--- config.mk ---
export PLATFORM = sky130hd
export DESIGN_NAME = servile_timer
export DESIGN_NICKNAME = d
export VERILOG_FILES = /design/src/rtl/servile_timer_cnt.sv /design/src/rtl/servile_timer.sv
export SDC_FILE = /design/constraint.sdc
export NUM_CORES = 1
export LEC_CHECK = 0
export ABC_CLOCK_PERIOD_IN_PS = 3300
export CAP_MARGIN = 20
export CORE_UTILIZATION = 35
export CTS_BUF_LIST = sky130_fd_sc_hd__clkbuf_2
export DETAILED_ROUTE_END_ITERATION = 12
export PLACE_DENSITY = 0.67
export SYNTH_ARGS = -nofsm -noshare
export SYNTH_HDL_FRONTEND = slang
export SYNTH_SLANG_ARGS = --single-unit
export TNS_END_PERCENT = 1
--- constraint.sdc ---
create_clock -name i_clk -period 3.3 [get_ports i_clk]
set_clock_uncertainty 0.05 [all_clocks]
set_input_delay 0.825 -clock i_clk [delete_from_list [all_inputs] [get_ports i_clk]]
set_output_delay 0.825 -clock i_clk [all_outputs]
set_load 0.05 [all_outputs]
--- src/rtl/servile_timer_cnt.sv ---
// Prescaler and 64-bit mtime counter. A bus write to mtime overrides the
// increment and restarts the prescale phase.
module servile_timer_cnt #(
  parameter int prescale_w = 16
) (
  input  logic                  i_clk,
  input  logic                  i_rst,
  input  logic                  i_en,
  input  logic [prescale_w-1:0] i_prescale,
  input  logic                  i_clr,
  input  logic                  i_wr,
  input  logic [63:0]           i_wr_val,
  output logic [63:0]           o_mtime
);

  logic [prescale_w-1:0] pcnt_q, pcnt_d;
  logic [63:0]           mtime_q, mtime_d;
  logic                  tick;

  assign tick = i_en & (pcnt_q == i_prescale);

  always_comb begin
    mtime_d = mtime_q + 64'(tick);
    pcnt_d  = pcnt_q;
    if (i_en) begin
      pcnt_d = tick ? '0 : pcnt_q + prescale_w'(1);
    end
    // The write value already carries the held bytes merged in by the bus side.
    if (i_wr) begin
      mtime_d = i_wr_val;
      pcnt_d  = '0;
    end
    if (i_clr) begin
      pcnt_d = '0;
    end
  end

  always_ff @(posedge i_clk) begin
    if (i_rst) begin
      mtime_q <= '0;
      pcnt_q  <= '0;
    end else begin
      mtime_q <= mtime_d;
      pcnt_q  <= pcnt_d;
    end
  end

  assign o_mtime = mtime_q;

endmodule

--- src/rtl/servile_timer.sv ---
// RISC-V style machine timer on a minimal Wishbone responder: mtime/mtimecmp,
// prescaler, enable controls and a registered level interrupt.
module servile_timer #(
  parameter int          prescale_w = 16,
  parameter logic [63:0] reset_cmp  = 64'hFFFF_FFFF_FFFF_FFFF
) (
  input  logic        i_clk,
  input  logic        i_rst,
  input  logic [31:0] i_wb_adr,
  input  logic [31:0] i_wb_dat,
  input  logic [3:0]  i_wb_sel,
  input  logic        i_wb_we,
  input  logic        i_wb_stb,
  output logic [31:0] o_wb_rdt,
  output logic        o_wb_ack,
  output logic        o_timer_irq
);

  localparam logic [2:0] ADR_MTIME_LO    = 3'd0;
  localparam logic [2:0] ADR_MTIME_HI    = 3'd1;
  localparam logic [2:0] ADR_MTIMECMP_LO = 3'd2;
  localparam logic [2:0] ADR_MTIMECMP_HI = 3'd3;
  localparam logic [2:0] ADR_CTRL        = 3'd4;
  localparam logic [2:0] ADR_PRESCALE    = 3'd5;
  localparam int         CTRL_EN         = 0;
  localparam int         CTRL_IRQ_EN     = 1;

  logic                  ack_q;
  logic [31:0]           rdt_q;
  logic                  irq_q;
  logic [31:0]           shadow_q;
  logic [63:0]           cmp_q;
  logic [1:0]            ctrl_q;
  logic [prescale_w-1:0] pre_q;

  logic [2:0]  adr;
  logic        access, wr, rd;
  logic        wr_mtime, wr_pre;
  logic [63:0] mtime;
  logic [63:0] mtime_wr_val;
  logic [31:0] rdata;
  logic        unused_adr;

  function automatic logic [31:0] merge32(input logic [31:0] old,
                                          input logic [31:0] dat,
                                          input logic [3:0]  sel);
    logic [31:0] r;
    r = old;
    for (int b = 0; b < 4; b++) begin
      if (sel[b]) r[b*8 +: 8] = dat[b*8 +: 8];
    end
    return r;
  endfunction

  assign adr        = i_wb_adr[4:2];
  assign unused_adr = ^{i_wb_adr[31:5], i_wb_adr[1:0]};

  // A new access is taken only when no ack is outstanding, so ack never repeats.
  assign access   = i_wb_stb & ~ack_q;
  assign wr       = access & i_wb_we;
  assign rd       = access & ~i_wb_we;
  assign wr_mtime = wr & ((adr == ADR_MTIME_LO) | (adr == ADR_MTIME_HI));
  assign wr_pre   = wr & (adr == ADR_PRESCALE);

  always_comb begin
    mtime_wr_val = mtime;
    if (adr == ADR_MTIME_LO) begin
      mtime_wr_val[31:0] = merge32(mtime[31:0], i_wb_dat, i_wb_sel);
    end else begin
      mtime_wr_val[63:32] = merge32(mtime[63:32], i_wb_dat, i_wb_sel);
    end
  end

  servile_timer_cnt #(
    .prescale_w(prescale_w)
  ) u_cnt (
    .i_clk      (i_clk),
    .i_rst      (i_rst),
    .i_en       (ctrl_q[CTRL_EN]),
    .i_prescale (pre_q),
    .i_clr      (wr_pre),
    .i_wr       (wr_mtime),
    .i_wr_val   (mtime_wr_val),
    .o_mtime    (mtime)
  );

  always_comb begin
    rdata = '0;
    case (adr)
      ADR_MTIME_LO:    rdata = mtime[31:0];
      ADR_MTIME_HI:    rdata = shadow_q;
      ADR_MTIMECMP_LO: rdata = cmp_q[31:0];
      ADR_MTIMECMP_HI: rdata = cmp_q[63:32];
      ADR_CTRL:        rdata = {30'd0, ctrl_q};
      ADR_PRESCALE:    rdata = 32'(pre_q);
      default:         rdata = '0;
    endcase
  end

  always_ff @(posedge i_clk) begin
    if (i_rst) begin
      ack_q    <= 1'b0;
      rdt_q    <= '0;
      irq_q    <= 1'b0;
      shadow_q <= '0;
      cmp_q    <= reset_cmp;
      ctrl_q   <= 2'b01;
      pre_q    <= '0;
    end else begin
      ack_q <= access;
      rdt_q <= rd ? rdata : 32'd0;
      irq_q <= ctrl_q[CTRL_IRQ_EN] & (mtime >= cmp_q);
      // Snapshot the high word so a LO-then-HI read pair is coherent.
      if (rd && (adr == ADR_MTIME_LO)) begin
        shadow_q <= mtime[63:32];
      end
      if (wr) begin
        case (adr)
          ADR_MTIMECMP_LO: cmp_q[31:0]  <= merge32(cmp_q[31:0], i_wb_dat, i_wb_sel);
          ADR_MTIMECMP_HI: cmp_q[63:32] <= merge32(cmp_q[63:32], i_wb_dat, i_wb_sel);
          ADR_CTRL:        if (i_wb_sel[0]) ctrl_q <= i_wb_dat[1:0];
          ADR_PRESCALE:    pre_q <= prescale_w'(merge32(32'(pre_q), i_wb_dat, i_wb_sel));
          default:         ;
        endcase
      end
    end
  end

  assign o_wb_ack    = ack_q;
  assign o_wb_rdt    = rdt_q;
  assign o_timer_irq = irq_q;

endmodule

# Word-level counts from Yosys, hierarchy flattened
# Index checks and enable logic that the tools add are counted.
totals:
  reg_bits: 228
  inputBits: 72
  out_inout_bits: 34
  wordCells: 82
classes:
  n_addsub: 2
  magnitude_cmp: 1
  n_eq_ne: 12
  n_mux: 9
  n_bitwise: 11
  reduce_logical: 23
ops:
  columns: ["operator", "count"]
  rows:
  - ["32-bit case mux with 6 select lines", 1]
  - ["64-bit by 1-bit adder with 64-bit output", 1]
  - ["64-bit greater-or-equal comparator", 1]
  - ["32-bit two-way mux", 2]
  - ["64-bit two-way mux", 1]
  - ["3-bit AND reduction", 11]
  - ["8-bit two-way mux", 4]
  - ["16-bit by 1-bit adder with 16-bit output, second input constant", 1]
  - ["16-bit == test", 1]
  - ["16-bit two-way mux", 1]
  - ["2-bit AND reduction", 8]
  - ["2-bit inequality test, second input constant", 6]
  - ["1-bit bitwise AND", 7]
  - ["3-bit by 2-bit == test with 1-bit output, second input constant", 2]
  - ["3-bit == test, second input constant", 2]
  - ["3-bit by 1-bit == test with 1-bit output, second input constant", 1]
  - ["3-bit zero test", 1]
  - ["1-bit inverter", 3]
  - ["3-bit OR reduction", 1]
  - ["2-bit OR reduction", 1]
  - ["1-bit logical AND", 1]
  - ["1-bit bitwise OR", 1]

# Depth between registers and ports, before layout
depth:
  ltp_word: 6
  mapped_depth: 16
  depth_no_buf: 14

# Cells and area by module
# A second synthesis with hierarchy kept.
unflattened:
  hier_cells: 1496
  area_unflattened_um2: 12590.8
by_module_without_submodules:
  columns: ["mod", "n_inst", "cells_each", "area_each_um2", "seq_area_each_um2"]
  rows:
  - ["servile_timer", 1, 951, 8062.7, 2962.8]
  - ["servile_timer_cnt", 1, 545, 4528.1, 1601.5]

# Worst setup path before layout
# OpenSTA, ideal clock, no wires.
synth_timing:
  path_type: "register to register"
  start: "register u_cnt.pcnt_q[3]"
  end: "register u_cnt.mtime_q[42] (netlist: u_cnt.o_mtime[42])"
  setup_ns: 0.074
  t_arrival_ns: 3.175
  t_required_ns: 3.176
  slack_ns: 0.001
  path_stages_with_launch: 16
  path_buffers: 2
  synth_period_minus_slack_ns: 3.299
  path_cell_list: "dfxtp_1 -> clkbuf_1 -> xnor2_1 -> nand4_1 -> nor4_1 -> nand3_1 -> inv_1 -> ha_1 -> ha_1 -> nand2_1 -> nor3_4 -> nand4_4 -> or3_1 -> clkbuf_2 -> or4_1 -> a31oi_1"
synth_via:
  elab_chain_cells: 4
synth_rtl:
  columns: ["item", "line", "text"]
  rows:
  - ["from (decl)", "servile_timer_cnt.sv:16", "logic [prescale_w-1:0] pcnt_q, pcnt_d;"]
  - ["from (signal assigned)", "servile_timer_cnt.sv:44", "pcnt_q <= pcnt_d;"]
  - ["16-bit == test", "servile_timer_cnt.sv:20", "assign tick = i_en & (pcnt_q == i_prescale);"]
  - ["1-bit bitwise AND", "servile_timer_cnt.sv:20", null]
  - ["64-bit by 1-bit adder with 64-bit output", "servile_timer_cnt.sv:23", "mtime_d = mtime_q + 64'(tick);"]
  - ["64-bit two-way mux", "servile_timer_cnt.sv:29", "if (i_wr) begin"]
  - ["to (signal assigned)", "servile_timer_cnt.sv:43", "mtime_q <= mtime_d;"]
  - ["to (decl)", "servile_timer_cnt.sv:17", "logic [63:0] mtime_q, mtime_d;"]
# No other way between the ends.
# A chain may end at the register's enable or synchronous reset.

# Worst setup path after layout
layout_timing:
  start: "register pre_q[10]"
  end: "register u_cnt.mtime_q[43] (netlist: u_cnt.o_mtime[43])"
layout_via:
  elab_chain_cells: 4
layout_rtl:
  columns: ["item", "line", "text"]
  rows:
  - ["from (decl)", "servile_timer.sv:34", "logic [prescale_w-1:0] pre_q;"]
  - ["from (signal assigned)", "servile_timer.sv:122", "ADR_PRESCALE: pre_q <= prescale_w'(merge32(32'(pre_q), i_wb_dat, i_wb_sel));"]
  - ["16-bit == test", "servile_timer_cnt.sv:20", null]
  - ["1-bit bitwise AND", "servile_timer_cnt.sv:20", null]
  - ["64-bit by 1-bit adder with 64-bit output", "servile_timer_cnt.sv:23", null]
  - ["64-bit two-way mux", "servile_timer_cnt.sv:29", null]
# No other way between the ends.

==> out/metrics.csv <==
stage;metric;value;unit
grt;gr-usage-met2;38.7;%
power;swShare;30.9;%
power;pwr-share-clk;36.5;%
placed_design;gp_congestion;0.968;
sta;tightest_slew;0.975;ns
sta;fin_ws;0.0296;ns
setup_path;startpoint_type;flip-flop;
placed_design;dpl.cell_count;2152;
route;finalWirelength;44.0;mm
synth;synth_cells;1583;
synth;synth_flop_cell;dfxtp_1;
route;drc_errors;0;
grt;grt_pass1_vias;12380;
final_layout;drive_gt1_share;17.0;%
setup_path;critPathCaptureType;flip-flop;
final_layout;stdcell_count;2267;
synth;synth_edf_count;0;
placed_design;portBuffers;76;
route;ant_nets;0;
synth;synth.avg_cell_area;7.94;um^2
cts;cts-root-buf;clkbuf_2;
cts;htree_num_levels;2;
sta;fin_setup_tns;0;ns
sta;fmax;306;MHz
cts;cts_buffers;61;
setup_path;r2r_end;u_cnt.o_mtime[43]$_SDFFE_PP0P_;
grt;met1_usage;31.4;%
synth;ys_warn_count;0;
route;vias_per_cell;5.69;
die;dieArea;36700;um^2
synth;syn_nets;1723;
grt;grt_util_all_layers;24.0;%
final_layout;fin_nets;1901;
hold_path;holdPathEnd;u_cnt.o_mtime[25]$_SDFFE_PP0P_;
sta;max_slew_margin;34.8;%
grt;grt_pass1_wl;68.6;mm
setup_path;reg2reg_slack;0.03;ns
die;core;35500;um^2
cts;cts.sinks;228;
grt;antenna_found_initial;1;
grt;grtUsageMet3;3.97;%
setup_path;critPathRequiredTime;4.12;ns
die;fp.dieW;192;um
setup_path;crit_arrival;4.09;ns
grt;grt_max_degree;100;
cts;clock_path_buffers;3;
power;power.total;5.42;mW
route;vias;12896;
hold_path;worstHoldStart;i_rst;
sta;finalHoldViolCount;0;
power;internal_power;3.75;mW
die;die_y;192;um
flow_run;max-cap-violations;0;
power;switchingPower;1.68;mW
cts;clock_latency;0.98;ns
final_layout;design_area;15400;um^2
sta;fin_crit_sh;99.1;%
setup_path;regToRegStartpoint;pre_q[10]$_SDFFE_PP0P_;
grt;top_usage_layer;met2;
setup_path;worstPathMaxFanout;8;
grt;grt.overflow.total;0;
status;outcome;completed;
sta;setup_viol;0;
cts;cts_tree;built;
die;rows;69;
synth;synth-seq-area-share;36.3;%
power;combPwrFrac;11.0;%
power;power-per-cell-area;351;nW/um^2
placed_design;dpl.hpwl;31.5;mm
placed_design;dp_slack;-0.0758;ns
final_layout;areaGrowthSynthToFinish;22.7;%
setup_path;reg2regPathDepth;14;
placed_design;placed_cell_area;14600;um^2
hold_path;min_path_cells;2;
power;p_leak;6.59;nW
synth;async_reset_ff_share;0;%
sta;layout_min_cycle_time;3.27;ns
die;io_pins;106;
power;pwr-share-seq;52.5;%
die;start_util;35.4;%
sta;rsz0062_at_grt;true;
cts;hold_buffers;0;
route;first_pass_iters;8;
sta;drv_slew;0;
synth;yosysUniqueCellTypes;72;
cts;clk_pin_slew;0.11;ns
hold_path;holdCritPathClass;input pin to flip-flop;
synth;yosys_register_bits;228;
power;ir_drop;0.000169;V
route;drt_iter0_markers;1304;
synth;netlist_area;12600;um^2
setup_path;worstSetupPathType;flip-flop to flip-flop;
route;wl_per_cell;19.4;um
## per-layer routing
| layer | routed length, um | part of all wire (%) |
|---|---|---|
| met4 | 1530 | 3.5 |
| met3 | 3370 | 7.7 |
| met5 | 0 | 0 |
| met2 | 20200 | 46 |
| met1 | 18900 | 43 |
## cells by family after synthesis
logic type                 Yosys count  share of synthesized area [%]
adders and majority gates           68                           6.77
muxes                               27                           2.56
AOI/OAI and AO/OA                  428                           23.1
xor gates and xnor gates            38                           2.65
buffers and inverters              185                           5.78
and+or+nand+nor                    609                           22.9
DFF                                228                           36.3
## placed cells by master (no fill, tap or decap), types with 22 or more instances in the layout
master,synthesis,layout
nor3_1,27,22
nand4_1,42,42
a211o_1,66,66
and3_1,28,28
clkbuf_2,1,88
o21ai_0,56,53
buf_4,3,142
clkdlybuf4s50_1,0,75
mux2i_1,22,22
nand3_1,38,38
a22oi_1,74,74
nand2_1,186,184
ha_1,68,66
inv_1,73,72
a21o_1,22,22
dfxtp_1,228,221
nor2_1,209,209
a21oi_1,109,108
## area by class of cell
cell class                 count  area (um^2)
multi-input combinational   1170         7520
sequential                   228         4570
tap                          461          577
clock inverter                19         76.3
timing repair buffer         226         1970
clock buffer                  88          440
inverter                      74          278
antenna                        1         2.50
fill                        3485        20000
## power by group through the flow
stage,Combinational (mW),Sequential [mW],Clock (mW)
2_1_floorplan,0.290,2.92,0
3_3_place_gp,0.558,2.91,0
3_5_place_dp,0.568,2.91,0
4_1_cts,0.576,2.84,2.03
5_1_grt,0.644,2.86,2.19
6_report,0.597,2.85,1.98
## cell usage after synthesis, types with 13 or more instances
cell      count  area share [%]
a21oi_1     109             4.3
buf_2        16            0.64
nor2_1      209             6.2
nand4_1      42             2.1
inv_1        73             2.2
nand3_1      38             1.5
ha_1         68             6.8
a211o_1      66             4.6
and3_1       28             1.4
nor3_1       27             1.1
nand2_1     186             5.6
xnor2_1      23             1.6
dfxtp_1     228              36
a31oi_1      17            0.85
a22oi_1      74             4.4
clkbuf_1     84             2.5
mux2i_1      22             1.8
xor2_1       15             1.0
a21o_1       22             1.3
a211oi_1     13            0.78
o21ai_0      56             2.2
## how the worst max path moves through the flow
stage	start	cells after the start	slack, ns	endpoint
final	pre_q[10]$_SDFFE_PP0P_	14	0.03	u_cnt.o_mtime[43]$_SDFFE_PP0P_
after global routing	pre_q[6]$_SDFFE_PP0P_	14	-0.10	u_cnt.o_mtime[43]$_SDFFE_PP0P_
after CTS	pre_q[12]$_SDFFE_PP0P_	15	-0.02	u_cnt.o_mtime[38]$_SDFFE_PP0P_
after detailed placement	u_cnt.pcnt_q[6]$_SDFFE_PP0P_	15	-0.08	u_cnt.o_mtime[62]$_SDFFE_PP0P_
after global placement	u_cnt.pcnt_q[10]$_SDFFE_PP0P_	15	-0.04	u_cnt.o_mtime[62]$_SDFFE_PP0P_
after floorplan	u_cnt.pcnt_q[3]$_SDFFE_PP0P_	15	0.0009	u_cnt.o_mtime[42]$_SDFFE_PP0P_
## critical path, stage by stage (launching register included)
cell      delay, ns
dfxtp_2        0.35
xnor2_2        0.19
nand4_1        0.13
nor4_2         0.29
nand3_1        0.19
inv_2          0.12
buf_4          0.11
ha_1           0.14
nand3_1        0.10
nand2b_4       0.19
buf_4          0.19
or4_4          0.47
o41ai_1        0.41
nand2_1        0.10
a21oi_1        0.14
## timing repair
item / in CTS / in global routing
resized for setup: 16 / 36
endpoints found under the setup margin: 11 / 27
setup buffers: 6 / 1
pin swaps: 7 / 19
## stage by stage
step	hold slack (ns)	util (%)
2_1_floorplan	0.383	-
3_3_place_gp	0.393	41.2
3_5_place_dp	0.397	41.2
4_1_cts	0.102	43.0
5_1_grt	0.108	43.5
6_report	0.127	43.5
## sequential cells by signal, indices dropped and copies added, names as in the netlist
register,cells
u_cnt.pcnt_q,16
o_timer_irq,1
u_cnt.o_mtime,64
shadow_q,32
pre_q,16
o_wb_ack,1
ctrl_q,2
o_wb_rdt,32
cmp_q,64
Note: power is estimated with default switching activity, not from simulation.
